$ cat src/rtl/jtag_arb.sv
// Round-robin arbiter sharing one JTAG engine and its IR/DR FIFO pair; watchdog built only with JTAG_ARB_TIMEOUT_EN.
// gnt/wr one cycle after the request is sampled, work one cycle later; holds in PUSH while either FIFO is full.
module jtag_arb #(
   parameter int NUM_REQ          = 2,
   parameter int DATA_INSTRUCTION = 10,
   parameter int DATA_FIFO        = 8,
   parameter int TIMEOUT          = 255
) (
   input  logic                                clk,
   input  logic                                rst,
   input  logic [NUM_REQ-1:0]                  req,
   input  logic [NUM_REQ*DATA_INSTRUCTION-1:0] req_ir,
   input  logic [NUM_REQ*DATA_FIFO-1:0]        req_dr,
   input  logic [NUM_REQ-1:0]                  req_op,
   output logic [NUM_REQ-1:0]                  gnt,
   output logic [NUM_REQ-1:0]                  done,
   output logic                                err,
   output logic [DATA_INSTRUCTION-1:0]         wdata_instruction,
   output logic                                wr_instruction,
   input  logic                                full_instruction,
   output logic [DATA_FIFO-1:0]                wdata_data,
   output logic                                wr_data,
   input  logic                                full_data,
   output logic                                work,
   output logic                                op,
   input  logic                                busy
);

   localparam int IW = $clog2(NUM_REQ);

   if (NUM_REQ < 2 || NUM_REQ > 8 || TIMEOUT < 1) begin : g_bad_param
      $error("jtag_arb: parameter out of range");
   end

   typedef enum logic [2:0] {IDLE, PUSH, START, WAIT_BUSY, WAIT_DONE} state_t;

   typedef struct packed {
      logic [IW-1:0]               owner;
      logic [DATA_INSTRUCTION-1:0] ir;
      logic [DATA_FIFO-1:0]        dr;
      logic                        op;
   } txn_t;

   state_t               state_q, state_d;
   txn_t                 txn_q, txn_d;
   logic [IW-1:0]        last_q, last_d;
   logic [NUM_REQ-1:0]   gnt_q, gnt_d;
   logic [NUM_REQ-1:0]   done_q, done_d;
   logic                 wr_q, wr_d;
   logic                 work_q, work_d;
   logic                 op_q, op_d;

   logic                 win_vld;
   logic [IW-1:0]        win_idx;
   logic [IW-1:0]        cand;
   txn_t                 win_txn;

   // Rotating search: the requester after the last owner has highest priority.
   always_comb begin
      win_vld = 1'b0;
      win_idx = '0;
      cand    = '0;
      for (int k = 1; k <= NUM_REQ; k++) begin
         cand = IW'((int'(last_q) + k) % NUM_REQ);
         if (!win_vld && req[cand]) begin
            win_vld = 1'b1;
            win_idx = cand;
         end
      end
   end

   always_comb begin
      win_txn       = '0;
      win_txn.owner = win_idx;
      for (int i = 0; i < NUM_REQ; i++) begin
         if (win_idx == IW'(i)) begin
            win_txn.ir = req_ir[i*DATA_INSTRUCTION +: DATA_INSTRUCTION];
            win_txn.dr = req_dr[i*DATA_FIFO +: DATA_FIFO];
            win_txn.op = req_op[i];
         end
      end
   end

`ifdef JTAG_ARB_TIMEOUT_EN
   localparam int CW = $clog2(TIMEOUT + 1);
   logic [CW-1:0] cnt_q, cnt_d;
   logic          err_q, err_d;
   logic          tmo;

   assign tmo = (cnt_q == CW'(TIMEOUT - 1));
`endif

   always_comb begin
      state_d = state_q;
      txn_d   = txn_q;
      last_d  = last_q;
      gnt_d   = '0;
      done_d  = '0;
      wr_d    = 1'b0;
      work_d  = 1'b0;
      op_d    = 1'b0;
      case (state_q)
         IDLE: begin
            if (win_vld) begin
               txn_d   = win_txn;
               state_d = PUSH;
            end
         end
         PUSH: begin
            // Both words go in the same cycle or neither does.
            if (!full_instruction && !full_data) begin
               wr_d    = 1'b1;
               gnt_d   = NUM_REQ'(1) << txn_q.owner;
               last_d  = txn_q.owner;
               state_d = START;
            end
         end
         START: begin
            work_d  = 1'b1;
            op_d    = txn_q.op;
            state_d = WAIT_BUSY;
         end
         WAIT_BUSY: begin
            if (busy) begin
               state_d = WAIT_DONE;
            end
`ifdef JTAG_ARB_TIMEOUT_EN
            else if (tmo) begin
               state_d = IDLE;
            end
`endif
         end
         WAIT_DONE: begin
            if (!busy) begin
               done_d  = NUM_REQ'(1) << txn_q.owner;
               state_d = IDLE;
            end
`ifdef JTAG_ARB_TIMEOUT_EN
            else if (tmo) begin
               state_d = IDLE;
            end
`endif
         end
         default: state_d = IDLE;
      endcase
   end

`ifdef JTAG_ARB_TIMEOUT_EN
   // Counter restarts whenever a wait state is entered; it never wraps because tmo leaves the state.
   always_comb begin
      cnt_d = '0;
      err_d = 1'b0;
      if ((state_q == WAIT_BUSY || state_q == WAIT_DONE) && state_d == state_q) begin
         cnt_d = cnt_q + CW'(1);
      end
      if ((state_q == WAIT_BUSY && !busy && tmo) || (state_q == WAIT_DONE && busy && tmo)) begin
         err_d = 1'b1;
      end
   end

   always_ff @(posedge clk or negedge rst) begin
      if (!rst) begin
         cnt_q <= '0;
         err_q <= 1'b0;
      end else begin
         cnt_q <= cnt_d;
         err_q <= err_d;
      end
   end

   assign err = err_q;
`else
   assign err = 1'b0;
`endif

   always_ff @(posedge clk or negedge rst) begin
      if (!rst) begin
         state_q <= IDLE;
         txn_q   <= '0;
         last_q  <= IW'(NUM_REQ - 1);
         gnt_q   <= '0;
         done_q  <= '0;
         wr_q    <= 1'b0;
         work_q  <= 1'b0;
         op_q    <= 1'b0;
      end else begin
         state_q <= state_d;
         txn_q   <= txn_d;
         last_q  <= last_d;
         gnt_q   <= gnt_d;
         done_q  <= done_d;
         wr_q    <= wr_d;
         work_q  <= work_d;
         op_q    <= op_d;
      end
   end

   assign gnt               = gnt_q;
   assign done              = done_q;
   assign wr_instruction    = wr_q;
   assign wr_data           = wr_q;
   assign wdata_instruction = wr_q ? txn_q.ir : '0;
   assign wdata_data        = wr_q ? txn_q.dr : '0;
   assign work              = work_q;
   assign op                = op_q;

endmodule

$ cat config.mk
export PLATFORM = sky130hd
export DESIGN_NAME = jtag_arb
export DESIGN_NICKNAME = d
export VERILOG_FILES = /design/src/rtl/jtag_arb.sv
export SDC_FILE = /design/constraint.sdc
export NUM_CORES = 1
export LEC_CHECK = 0
export CAP_MARGIN = 20
export CORE_ASPECT_RATIO = 1.5
export CORE_MARGIN = 10
export CORE_UTILIZATION = 35
export DETAILED_ROUTE_END_ITERATION = 8
export PLACE_DENSITY = 0.79
export SLEW_MARGIN = 20
export SYNTH_ARGS = -nofsm -noshare
export SYNTH_HDL_FRONTEND = slang
export SYNTH_SLANG_ARGS = --single-unit
$ cat constraint.sdc
create_clock -name clk -period 1.5 [get_ports clk]
set_input_delay 0.225 -clock clk [delete_from_list [all_inputs] [get_ports clk]]
set_output_delay 0.225 -clock clk [all_outputs]
set_load 0.1 [all_outputs]
# Word-level counts from Yosys, hierarchy flattened
# Cells that the tools add are included.
# word_totals
in_bits	45
out_inout_bits	27
word_cells	57
regBits	31
# op_classes
add_sub_neg	2
shifts	1
muxes	24
reduce_logical	9
eq_ne	8
order_cmp	2
# ops
operator	count
two-way mux 19 bit	1
one-hot mux 3 bit (5 select lines)	1
two-way mux 1 bit	12
two-way mux 3 bit	4
two-way mux 10 bit	1
two-way mux 2 bit	4
two-way mux 8 bit	1
inequality test 2 bit (second input constant)	4
equality test 3 x 2 -> 1 bit (second input constant)	2
< comparator 1 x 2 -> 1 bit (second input constant)	2
AND reduction 2 bit	2
AND reduction 4 bit	1
equality test 3 x 1 -> 1 bit (second input constant)	1
equality test 3 bit (second input constant)	1
zero test 1 bit	3
zero test 3 bit	1
adder 1 bit (second input constant)	2
logical AND 1 bit	2
left shift 1 x 1 -> 2 bit (first input constant)	1

# Depth between registers and ports, before layout
# depth
word_depth	9
ltp_mapped	5
ltp_nobuf	3

# Worst setup path after synthesis
# OpenSTA, ideal clock, no wires.
# synth_timing
path_type	reg-to-output
start	reg wr_q, in the netlist wr_data
end	out wdata_data[0]
t_arrival_ns	2.027
n_path_buf	1
required_time_ns	1.275
path_stages_with_launch	3
path_slack_ns	-0.752
path_cell_list	dfrtp_1 -> clkbuf_1 -> and2_1
# synth_via
elab_chain_cells	1
# synth_lines
element	line_no	source
start: declaration	49	logic wr_q, wr_d;
start signal: assignment	192	wr_q <= wr_d;
two-way mux 8 bit	203	assign wdata_data = wr_q ? txn_q.dr : '0;
end: declaration	21	output logic [DATA_FIFO-1:0] wdata_data,
# No other way between the ends.

# Worst setup path after layout
# layout_timing
start	reg wr_q, in the netlist wr_data
end	out wdata_instruction[5]
# layout_via
elab_chain_cells	1
# layout_lines
element	line_no	source
two-way mux 10 bit	202	assign wdata_instruction = wr_q ? txn_q.ir : '0;
end: declaration	18	output logic [DATA_INSTRUCTION-1:0] wdata_instruction,
# No other way between the ends.

==> impl_metrics.yaml <==
run_status:
  outcome: "complete, but fails checks"
  failed_checks: "setup timing"
yosys:
  synth.avg_cell_area_um2: 12.13
  syn_inst: 132
  ys_types: 33
  synth_top_cells_by_count: "dfrtp_1 (30), and2_1 (21), o32ai_1 (19)"
  synth_area_leader_cell: "dfrtp_1"
  synth.most_common_cell: "dfrtp_1"
  ys_warn_count: 0
  yosys-top-cells-area: "dfrtp_1 (47%), o32ai_1 (10%), a2bb2oi_2 (9.4%), and2_1 (8.2%), a2bb2oi_1 (4.9%)"
  yosys_register_bits: 31
  synthArstFlopShare_pct: 100.0
  yosysTopAreaCellShare_pct: 46.88
  synth_edf_count: 0
  synth_ff_type: "dfrtp_1"
  synth_nets: 177
  syn_area_um2: 1602
  yosysSeqAreaShare_pct: 48.52
floorplanning:
  rows: 30
  pin_count: 72
  die_w_um: 75.23
  dieArea_um2: 7737
  die_h_um: 102.8
  coreArea_um2: 4467
  start_util_pct: 35.85
setup_path:
  worstPathMaxFanout: 6
  crit_path_end_kind: "output port"
  crit_type: "register to output port"
  arrival_ps: 1280
  crit_required_ps: 1270
  worst_setup_path_start_kind: "register"
  reg2reg_depth: 3
  crit_start: "wr_data$_DFF_PN0_"
  r2r-start: "state_q[1]$_DFFE_PN0P_"
cts:
  cts_tree: "done"
  h-tree-depth: 2
  clk_pin_slew_ps: 70
  cts_root_buf: "clkbuf_8"
  cts_made_buffers: 5
  cts_sinks: 31
  clk-insertion-delay-late_ps: 280
  holdBufCountCts: 0
  cts_max_path_buffers: 2
global_routing:
  antenna_found_initial: 0
  grt_pass1_vias: 1501
  grt_pass1_wl_mm: 7.431
  grt_max_degree: 21
  grt_overflow: 0
  grtUsageTotal_pct: 12.64
job:
  cap_viol_max_count: 0
cells_and_area:
  drive_gt1_share_pct: 40.38
  syn_to_final_growth_pct: 77.03
  nNetsFinal: 257
  diodes: 0
  num-fill-cells: 339
route:
  dr.pass1.iters: 4
  dr.first_iter.drc_count: 41
  via_count: 1352
  vias_per_cell: 5.180
  postRouteAntennaNets: 0
  drc: 0
  wl_per_cell_um: 18.22
  routed_wirelength_mm: 4.755
placement:
  gp_congestion: 0.7646
  dp_slack_ps: -220.3
  port_buffers: 70
  place_hpwl_mm: 3.728
timing:
  setup_viol: 2
  final.setup.worst_slack_ps: -4.993
  hold_viol_final: 0
  slew_violations: 0
  fin_skew_ps: 9.751
  fmaxAchievable_mhz: 664.5
  rsz0062_at_grt: "true"
  finalSetupTns_ps: -5.363
  layout_min_cycle_time_ps: 1505
  period_share_pct: 100.3
power:
  p_leak_uw: 0.001142
  p_sw_uw: 2204
  combPwrFrac_pct: 60.5
  powerDensity_nw_per_um2: 1810
  p_int_uw: 2927
  p_sw_share_pct: 42.96
  ir_worst_vdd_uv: 981.8
  seq_power_share_pct: 27.4
  power_frac_clock_pct: 12.1
worst_hold_path:
  min_path_type: "primary input to async pin"
## power groups by stage
stage                     Combinational (µW)  Clock, µW  Sequential (µW)
after floorplan                         1910          0             1530
after global placement                  3020          0             1430
after detailed placement                3060          0             1450
after CTS                               3070        637             1440
after global routing                    3260        674             1450
final                                   3110        619             1410
## cells by family after synthesis
group | count (synthesis) | synth area share (%)
other cells | 1 | 0.2342
buf+inv | 15 | 6.484
compound gates | 42 | 26.48
mux | 1 | 0.7031
flops | 31 | 48.52
simple gates | 42 | 17.58
## worst paths after layout
check	to	slack [ps]
worst min-delay path	txn_q[7]$_DFFE_PN0P_	300
worst max-delay path	wdata_instruction[5]	-5
worst min register to register	op$_DFF_PN0_	510
min in group clk	op$_DFF_PN0_	510
max in group asynchronous	last_q$_DFFE_PN1P_	890
worst max register to register	last_q$_DFFE_PN1P_	60
## metrics by stage
step	power, µW	hold WS [ps]	std cells	area, µm²	util [%]
detailed placement	4506	480.9	250	2723	60.95
global placement	4447	488.0	250	2723	60.95
CTS	5144	304.1	258	2808	62.86
finish	5132	302.3	261	2835	63.47
floorplan	3440	-70.59	132	1642	-
global route	5382	322.5	261	2835	63.47
## layout by cell type (no fill, tap or decap), types with 2 or more instances in the layout
cell type	instances
a2bb2oi_1	9
a2bb2oi_2	10
and2_1	3
and2_2	5
and2_4	13
buf_12	30
buf_4	12
clkbuf_1	2
clkbuf_8	5
clkdlybuf4s50_1	44
dfrtp_1	28
nand2_1	5
nand3_1	2
nor2_1	2
o32ai_1	19
## registers in the layout (all words and copies together) (netlist names)
register  count
wr_data       1
gnt           2
state_q       3
txn_q        20
work          1
done          2
op            1
last_q        1
## cell type report
cell class / instances / area (µm²) / area share (%)
multi-input combinational: 86 / 765.7 / 27.01
tap: 48 / 60.06 / 2.118
timing repair buffer: 87 / 1142 / 40.29
clock buffer: 7 / 76.32 / 2.692
inverter: 1 / 3.754 / 0.1324
clock inverter: 1 / 5.005 / 0.1765
sequential: 31 / 782.0 / 27.58
## critical path: stages (launching register included)
cell     delay (ps)
dfrtp_4         490
buf_4           170
and2_2          180
buf_12          160
## repair_timing
action | in CTS | in global routing
gates resized for setup | 3 | 1
setup buffers | 0 | 3
endpoints found under the setup margin | 8 | 17
gates cloned | 0 | 0
## metal layers
metal / global-route usage (%) / wire length, µm
met3: 4.721 / 339
met1: 12.67 / 1766
met5: 0 / 0
met4: 4.304 / 31
met2: 23.05 / 2617
Power figures use the tool's default switching activity.
